### config.mk
export PLATFORM = sky130hd
export DESIGN_NAME = coin_credit
export DESIGN_NICKNAME = d
export VERILOG_FILES = /design/src/rtl/vend_pkg.sv /design/src/rtl/rise_pend.sv /design/src/rtl/coin_credit.sv
export SDC_FILE = /design/constraint.sdc
export NUM_CORES = 1
export LEC_CHECK = 0
export ABC_AREA = 1
export BUFFER_PORTS_ARGS = -buffer_cell sky130_fd_sc_hd__buf_4
export CAP_MARGIN = 20
export CORE_MARGIN = 2
export CORE_UTILIZATION = 46
export DETAILED_ROUTE_END_ITERATION = 8
export PLACE_DENSITY = 0.77
export SLEW_MARGIN = 5
export SYNTH_ARGS = -nofsm -noshare
export SYNTH_HDL_FRONTEND = slang
export SYNTH_SLANG_ARGS = --single-unit
### constraint.sdc
create_clock -name clk -period 2.6 [get_ports clk]
set_input_delay 0 -clock clk [delete_from_list [all_inputs] [get_ports clk]]
set_output_delay 0 -clock clk [all_outputs]
set_load 0.02 [all_outputs]
### src/rtl/vend_pkg.sv
// Shared vending-machine types and constants.
package vend_pkg;

    localparam int unsigned CREDIT_W       = 8;
    localparam int unsigned SUM_W          = CREDIT_W + 1;
    localparam int unsigned COIN0_DEF      = 5;
    localparam int unsigned COIN1_DEF      = 10;
    localparam int unsigned COIN2_DEF      = 25;
    localparam int unsigned MAX_CREDIT_DEF = 200;

    typedef enum logic {
        ST_IDLE   = 1'b0,
        ST_REFUND = 1'b1
    } state_t;

    // Widen a credit value by one bit so a coin sum cannot wrap.
    function automatic logic [SUM_W-1:0] widen(input logic [CREDIT_W-1:0] v);
        return {1'b0, v};
    endfunction

endpackage

### src/rtl/rise_pend.sv
// Rising-edge detector with a per-bit pending latch; a set request wins over a clear.
module rise_pend (
    input  logic       clk,
    input  logic       reset,
    input  logic [3:0] i_level,
    input  logic [3:0] i_clr,
    output logic [3:0] o_pend
);

    logic [3:0] r_prev;
    logic [3:0] r_pend;
    logic [3:0] w_rise;

    assign w_rise = i_level & ~r_prev;

    // prev resets high so a button held through reset produces no event.
    always_ff @(posedge clk or posedge reset) begin
        if (reset) begin
            r_prev <= 4'b1111;
            r_pend <= 4'b0000;
        end else begin
            r_prev <= i_level;
            r_pend <= (r_pend & ~i_clr) | w_rise;
        end
    end

    assign o_pend = r_pend;

endmodule

### src/rtl/coin_credit.sv
// Credit accumulator: coin/refund events from debounced buttons, spend requests, refund handshake.
module coin_credit
    import vend_pkg::*;
#(
    parameter int unsigned COIN0_VAL  = COIN0_DEF,
    parameter int unsigned COIN1_VAL  = COIN1_DEF,
    parameter int unsigned COIN2_VAL  = COIN2_DEF,
    parameter int unsigned MAX_CREDIT = MAX_CREDIT_DEF
) (
    input  logic                clk,
    input  logic                reset,
    input  logic [3:0]          debounced,
    input  logic                spend_req,
    input  logic [CREDIT_W-1:0] spend_amount,
    input  logic                refund_ack,
    output logic [CREDIT_W-1:0] credit,
    output logic                spend_busy,
    output logic                spend_ok,
    output logic                spend_nak,
    output logic                coin_reject,
    output logic                refund_valid,
    output logic [CREDIT_W-1:0] refund_amount
);

    state_t              r_state;
    logic [CREDIT_W-1:0] r_credit;
    logic [CREDIT_W-1:0] r_spend_amt;
    logic [CREDIT_W-1:0] r_refund_amt;
    logic                r_spend_busy;
    logic                r_spend_ok;
    logic                r_spend_nak;
    logic                r_coin_reject;
    logic                r_refund_valid;

    logic [3:0]          w_pend;
    logic [3:0]          w_clr;
    logic                w_idle;
    logic                w_svc_refund;
    logic                w_svc_spend;
    logic                w_svc_coin;
    logic [CREDIT_W-1:0] w_coin_val;
    logic [SUM_W-1:0]    w_coin_sum;
    logic                w_coin_fits;
    logic                w_spend_fits;

    rise_pend u_rise_pend (
        .clk     (clk),
        .reset   (reset),
        .i_level (debounced),
        .i_clr   (w_clr),
        .o_pend  (w_pend)
    );

    // Arbiter: one event per cycle in IDLE, refund > spend > coin0 > coin1 > coin2.
    always_comb begin
        w_clr        = 4'b0000;
        w_coin_val   = '0;
        w_idle       = (r_state == ST_IDLE);
        w_svc_refund = w_idle && w_pend[3];
        w_svc_spend  = w_idle && !w_pend[3] && r_spend_busy;
        w_svc_coin   = w_idle && !w_pend[3] && !r_spend_busy && (|w_pend[2:0]);
        if (w_svc_refund) begin
            w_clr[3] = 1'b1;
        end
        if (w_svc_coin) begin
            if (w_pend[0]) begin
                w_clr[0]   = 1'b1;
                w_coin_val = CREDIT_W'(COIN0_VAL);
            end else if (w_pend[1]) begin
                w_clr[1]   = 1'b1;
                w_coin_val = CREDIT_W'(COIN1_VAL);
            end else begin
                w_clr[2]   = 1'b1;
                w_coin_val = CREDIT_W'(COIN2_VAL);
            end
        end
    end

    assign w_coin_sum   = widen(r_credit) + widen(w_coin_val);
    assign w_coin_fits  = (w_coin_sum <= SUM_W'(MAX_CREDIT));
    assign w_spend_fits = (r_spend_amt <= r_credit);

    // FSM, spend capture and credit arithmetic with registered outputs.
    always_ff @(posedge clk or posedge reset) begin
        if (reset) begin
            r_state        <= ST_IDLE;
            r_credit       <= '0;
            r_spend_amt    <= '0;
            r_refund_amt   <= '0;
            r_spend_busy   <= 1'b0;
            r_spend_ok     <= 1'b0;
            r_spend_nak    <= 1'b0;
            r_coin_reject  <= 1'b0;
            r_refund_valid <= 1'b0;
        end else begin
            r_spend_ok    <= 1'b0;
            r_spend_nak   <= 1'b0;
            r_coin_reject <= 1'b0;

            if (spend_req && !r_spend_busy) begin
                r_spend_busy <= 1'b1;
                r_spend_amt  <= spend_amount;
            end

            case (r_state)
                ST_IDLE: begin
                    if (w_svc_refund) begin
                        if (r_credit != '0) begin
                            r_refund_amt   <= r_credit;
                            r_credit       <= '0;
                            r_refund_valid <= 1'b1;
                            r_state        <= ST_REFUND;
                        end
                    end else if (w_svc_spend) begin
                        r_spend_busy <= 1'b0;
                        if (w_spend_fits) begin
                            r_credit   <= r_credit - r_spend_amt;
                            r_spend_ok <= 1'b1;
                        end else begin
                            r_spend_nak <= 1'b1;
                        end
                    end else if (w_svc_coin) begin
                        if (w_coin_fits) begin
                            r_credit <= w_coin_sum[CREDIT_W-1:0];
                        end else begin
                            r_coin_reject <= 1'b1;
                        end
                    end
                end
                ST_REFUND: begin
                    if (refund_ack && r_refund_valid) begin
                        r_refund_valid <= 1'b0;
                        r_state        <= ST_IDLE;
                    end
                end
                default: r_state <= ST_IDLE;
            endcase
        end
    end

    assign credit        = r_credit;
    assign spend_busy    = r_spend_busy;
    assign spend_ok      = r_spend_ok;
    assign spend_nak     = r_spend_nak;
    assign coin_reject   = r_coin_reject;
    assign refund_valid  = r_refund_valid;
    assign refund_amount = r_refund_amt;

endmodule

# After elaboration in Yosys (flattened, before gate mapping)
# Index checks and enable logic that the tools add are counted.
[word_totals] register_bits=38 out_inout_bits=21 word_cells=82
[classes] add_sub_neg=2 order_cmp=2 n_eq_ne=5 mux=40 bitwise=6 reduce_logical=16
[ops] cell="$mux W8" n=6
[ops] cell="$mux W1" n=27
[ops] cell="$mux W5" n=3
[ops] cell="$add A8 B8 Y9" n=1
[ops] cell="$le A9 B8 Y1 const B" n=1
[ops] cell="$and A4 B4 Y4" n=2
[ops] cell="$le A8 B8 Y1" n=1
[ops] cell="$ne A2 B1 Y1 const B" n=4
[ops] cell="$not A4 Y4" n=2
[ops] cell="$reduce_bool A8 Y1" n=1
[ops] cell="$sub A8 B8 Y8" n=1
[ops] cell="$logic_and A1 B1 Y1" n=7
[ops] cell="$reduce_and A3 Y1" n=2
[ops] cell="$reduce_bool A3 Y1" n=2
[ops] cell="$reduce_and A5 Y1" n=1
[ops] cell="$or A4 B4 Y4" n=1
[ops] cell="$pmux W1 S2" n=2
[ops] cell="$mux W3" n=1
[ops] cell="$ne A3 B2 Y1 const B" n=1
[ops] cell="$reduce_or A3 Y1" n=1
[ops] cell="$logic_not A1 Y1" n=2
[ops] cell="$mux W2" n=1
[ops] cell="$not A1 Y1" n=1

# Logic depth before layout (Yosys ltp)
[depth] word_depth=12 ltp_mapped=22 depth_no_buf=22

# Cells and area by module
# Synthesis repeated with hierarchy kept, for this count alone.
[hier_totals] hier_cells=313 hier_area_um2=2398.6
[modules_own_cells] module="coin_credit" instances=1 cells_per_inst=284 area_each_um2=2114.5 seq_area_each_um2=750.7
[modules_own_cells] module="rise_pend" instances=1 cells_per_inst=29 area_each_um2=284.0 seq_area_each_um2=205.2

# Worst setup path after synthesis
# OpenSTA, ideal clock, no wires.
[synth_timing] path_type="register -> register" start="register u_rise_pend.r_pend[0], in the netlist u_rise_pend.o_pend[0]" end="register r_credit[1], in the netlist credit[1]" setup_ps=66 arrival_ps=2544 slack_ps=-10 stages_incl_launch_ff=18 n_path_buf=0 synth_period_minus_slack_ps=2610 cell_sequence="dfrtp_1 -> o31ai_1 -> a21oi_1 -> ha_1 -> fa_1 -> nand2_1 -> nand2_1 -> nand3_1 -> nand2_1 -> nand2_1 -> nand2_1 -> nor2_2 -> nand2_2 -> nand3_2 -> nand2_4 -> nand2_4 -> nand2_1 -> nand2_1"
[synth_via] elab_chain_len=8 word_cells_on_any_way=13
[synth_rtl] item="start, declared" line="rise_pend.sv:11" text="logic [3:0] r_pend;"
[synth_rtl] item="start signal, assigned" line="rise_pend.sv:23" text="r_pend <= (r_pend & ~i_clr) | w_rise;"
[synth_rtl] item="branches (longest 8 deep; another with $add A8 B8 Y9)"
[synth_rtl] item="end signal, assigned" line="coin_credit.sv:117" text="r_credit <= r_credit - r_spend_amt;"
[synth_rtl] item="end signal, assigned" line="coin_credit.sv:124" text="r_credit <= w_coin_sum[CREDIT_W-1:0];"
[synth_rtl] item="end, declared" line="coin_credit.sv:26" text="logic [CREDIT_W-1:0] r_credit;"
# Several ways; the timed one is not identified. The select of a mux whose other input is x is not followed.
# A chain may end at the register's enable or synchronous reset.

# Worst setup path in the final report
[layout_timing] start="register r_state" end="register r_credit[1], in the netlist credit[1]"
[layout_via] elab_chain_len=10 word_cells_on_any_way=18
[layout_rtl] item="start, declared" line="coin_credit.sv:25" text="state_t r_state;"
[layout_rtl] item="start signal, assigned" line="coin_credit.sv:86" text="r_state <= ST_IDLE;"
[layout_rtl] item="start signal, assigned" line="coin_credit.sv:112" text="r_state <= ST_REFUND;"
[layout_rtl] item="start signal, assigned" line="coin_credit.sv:133" text="r_state <= ST_IDLE;"
[layout_rtl] item="$not A1 Y1 (no source line) (*)"
[layout_rtl] item="branches (longest 9 deep; another with $add A8 B8 Y9)"
# Every way passes the cells marked *. The select of a mux whose other input is x is not followed.

==> qor.yml <==
cells_and_area:
  design_area_um2: 3200
  layout_commonest_cell: "nand2_1"
  nNetsFinal: 410
  drive_above_1_share: 0.279
  antennaDiodeCount: 0
  syn2layout_area_growth_pct: 38.1
  final_cell_mix: "nand2_1, buf_4, inv_1"
floorplan:
  coreArea_um2: 4790
  die_h_um: 74.9
  dieArea_um2: 5610
  die_w_um: 74.9
  start_util: 0.483
  core.rowCount: 25
  io_pins: 37
global_routing:
  grt_max_degree: 39
  overflow: 0
  grt_pass1_vias: 2145
  antenna_found_initial: 0
  grt_pass1_wl_um: 9610
  grt.total_usage: 0.232
power:
  power_density_nw_per_um2: 1160
  power_mw: 3.72
  irDropWorstVdd_uv: 526
  p_leak_nw: 1.66
outcome:
  failed_checks: "negative setup slack"
  status: "complete, but fails checks"
worst_hold_path:
  min_to: "spend_busy$_DFF_PP0_"
  hp-start: "spend_req"
  worstHoldPathCells: 3
  hp-class: "in -> reg"
logic_synthesis:
  synth_area_leader_cell: "dfrtp_1"
  synth_area_um2: 2310
  synth_cells: 301
  async_flop_share: 1.00
  synth.ff_latch_count: 38
  yosysTopAreaCellShare: 0.368
  synth_area_leaders: "dfrtp_1, nand2_1, inv_1"
  mappedNetlistNets: 332
  yosys.cell_types.count: 31
  yosysWarningCount: 0
  synth_edf_count: 0
  synth_ff_type: "dfrtp_1"
  ys_seq_area_frac: 0.413
  syn_avg_cell_area_um2: 7.69
setup_path:
  cp_num_buf_inv: 3
  end_kind: "flip-flop"
  crit_cells: 21
  worst_path_max_delay_cell: "dfrtp_1"
  crit_chain: "nor2_2 > inv_2 > nor2_4 > o31ai_4 > nor2_2 > inv_2 > nor2_4 > buf_4 > ha_1 > nand2_1 > nand2_2 > nand3b_1 > nand3_1 > nand2_1 > nand2_1 > nand2_2 > nand3_4 > nand2_4 > nand2_4 > nand2_1 > nand2_1"
  path_class: "reg -> reg"
  crit_path_max_incr_delay_ns: 0.42
  required_ns: 2.79
  crit_fanout: 8
  worst_r2r_path_depth: 21
  r2r_start: "r_state$_DFF_PP0_"
  cp_common_cell: "nand2_1"
  r2r_end: "credit[1]$_DFFE_PP0P_"
  critical_path.top_delay_family: "simple AND/OR/NAND/NOR gates"
  worstSetupStartpointType: "flip-flop"
  r2r_setup_slack_ns: -0.009
  worstPathArrival_ns: 2.80
detailed_routing:
  post_drt_wl_per_cell_um: 13.2
  ant_nets: 0
  drc_errors: 0
  drt_iter0_markers: 134
  wl_um: 5910
  firstDrtPassIters: 5
  vias: 2265
  vias_per_cell: 5.07
sta:
  rsz0062_at_grt: "true"
  fin_crit_ns: 2.61
  worst_pin_slew_ns: 0.585
  timing.final.crit_share: 1.00
  clock.fmax_mhz: 383
  hold_violations: 0
  skew_ns: 0.00922
  max-slew-margin-rel: 0.610
  finalSetupViolations: 3
  worst_slack_ns: -0.00945
  slew_viol_final: 0
run:
  maxCapViolations: 0
placement:
  routabilityCongestion: 0.929
  place_area_um2: 2780
  dpl.hpwl_um: 4270
  port-buffer-count: 36
cts:
  cts_inserted_buffers: 5
  clk_pin_slew_ns: 0.08
  root_buffer: "clkbuf_8"
  cts_tree: "built"
  max-clock-path-buffers: 2
  htreeDepth: 2
  cts_sinks: 38
  clk_latency_ns: 0.30
[final cells by class]
cell class | count | area (um^2)
repair buffers | 72 | 576
flip-flops and latches | 38 | 956
inverters | 51 | 191
clock buffers | 5 | 68.8
clock inverters | 3 | 68.8
fillers | 414 | 1590
well taps | 67 | 83.8
multi-input cells | 211 | 1250
[how the worst max path moves through the flow]
stage,startpoint,to,slack [ns]
3_3_place_gp,r_state$_DFF_PP0_,credit[1]$_DFFE_PP0P_,-0.04
4_1_cts,r_state$_DFF_PP0_,credit[1]$_DFFE_PP0P_,-0.009
5_1_grt,r_state$_DFF_PP0_,credit[7]$_DFFE_PP0P_,-0.20
2_1_floorplan,r_state$_DFF_PP0_,credit[1]$_DFFE_PP0P_,0.03
3_5_place_dp,u_rise_pend.o_pend[3]$_DFF_PP0_,credit[1]$_DFFE_PP0P_,-0.21
6_report,r_state$_DFF_PP0_,credit[1]$_DFFE_PP0P_,-0.009
[flip-flops by register name, summed over array words and instances (netlist names)]
| name | count |
|---|---|
| r_spend_amt | 8 |
| r_state | 1 |
| spend_busy | 1 |
| credit | 8 |
| spend_nak | 1 |
| coin_reject | 1 |
| refund_amount | 8 |
| u_rise_pend.r_prev | 4 |
| spend_ok | 1 |
| u_rise_pend.o_pend | 4 |
| refund_valid | 1 |
[tightest hold or removal path: stages]
cell and delay, ns:
buf_4 0.08, nand2_1 0.29, o21ai_0 0.20
[cells by family after synthesis]
family          Yosys count  synth area share
flops                    38             0.413
buf+inv                  53            0.0865
fa+ha+maj                15            0.0876
compound gates           48             0.119
xor+xnor                  2           0.00757
simple gates            144             0.281
mux                       1           0.00487
[Yosys cell counts (3+ instances only)]
master and instances:
nor2_2 4, nor2_1 25, o22ai_1 3, inv_2 3, inv_1 48, a21oi_1 17
ha_1 13, dfstp_2 4, nand3_1 28, o21ai_0 21, nand4_1 3, nand2_1 74
dfrtp_1 34
[what timing repair did]
action,in CTS,in global routing
hold buffers,14,0
pin swaps,1,0
endpoints found under the setup margin,9,9
cloned,1,0
endpoints found under the hold margin,52,0
buffers inserted,5,1
resized for setup,9,12
[per-layer routing]
| metal | GRT usage | share of wire |
|---|---|---|
| met5 | 0 | 0 |
| met4 | 0.105 | 0.033 |
| met3 | 0.0535 | 0.066 |
| met2 | 0.390 | 0.48 |
| met1 | 0.284 | 0.42 |
[power by group]
part	total, mW	switching (mW)	internal (mW)	leakage, nW
clock network	0.614	0.229	0.384	0.0683
registers	0.981	0.185	0.795	0.461
logic	2.12	1.28	0.844	1.13
total	3.72	1.69	2.02	1.66
[through the flow]
step	TNS [ns]	util	hold WS, ns	cells	setup slack, ns
floorplan	0	-	0.00448	301	0.0308
global placement	-0.296	0.582	0.118	418	-0.0414
detailed placement	-1.60	0.582	0.118	418	-0.207
CTS	-0.00893	0.657	0.343	446	-0.00893
global route	-1.59	0.668	0.354	447	-0.199
finish	-0.0184	0.668	0.314	447	-0.00945
Power figures use the tool's default switching activity.
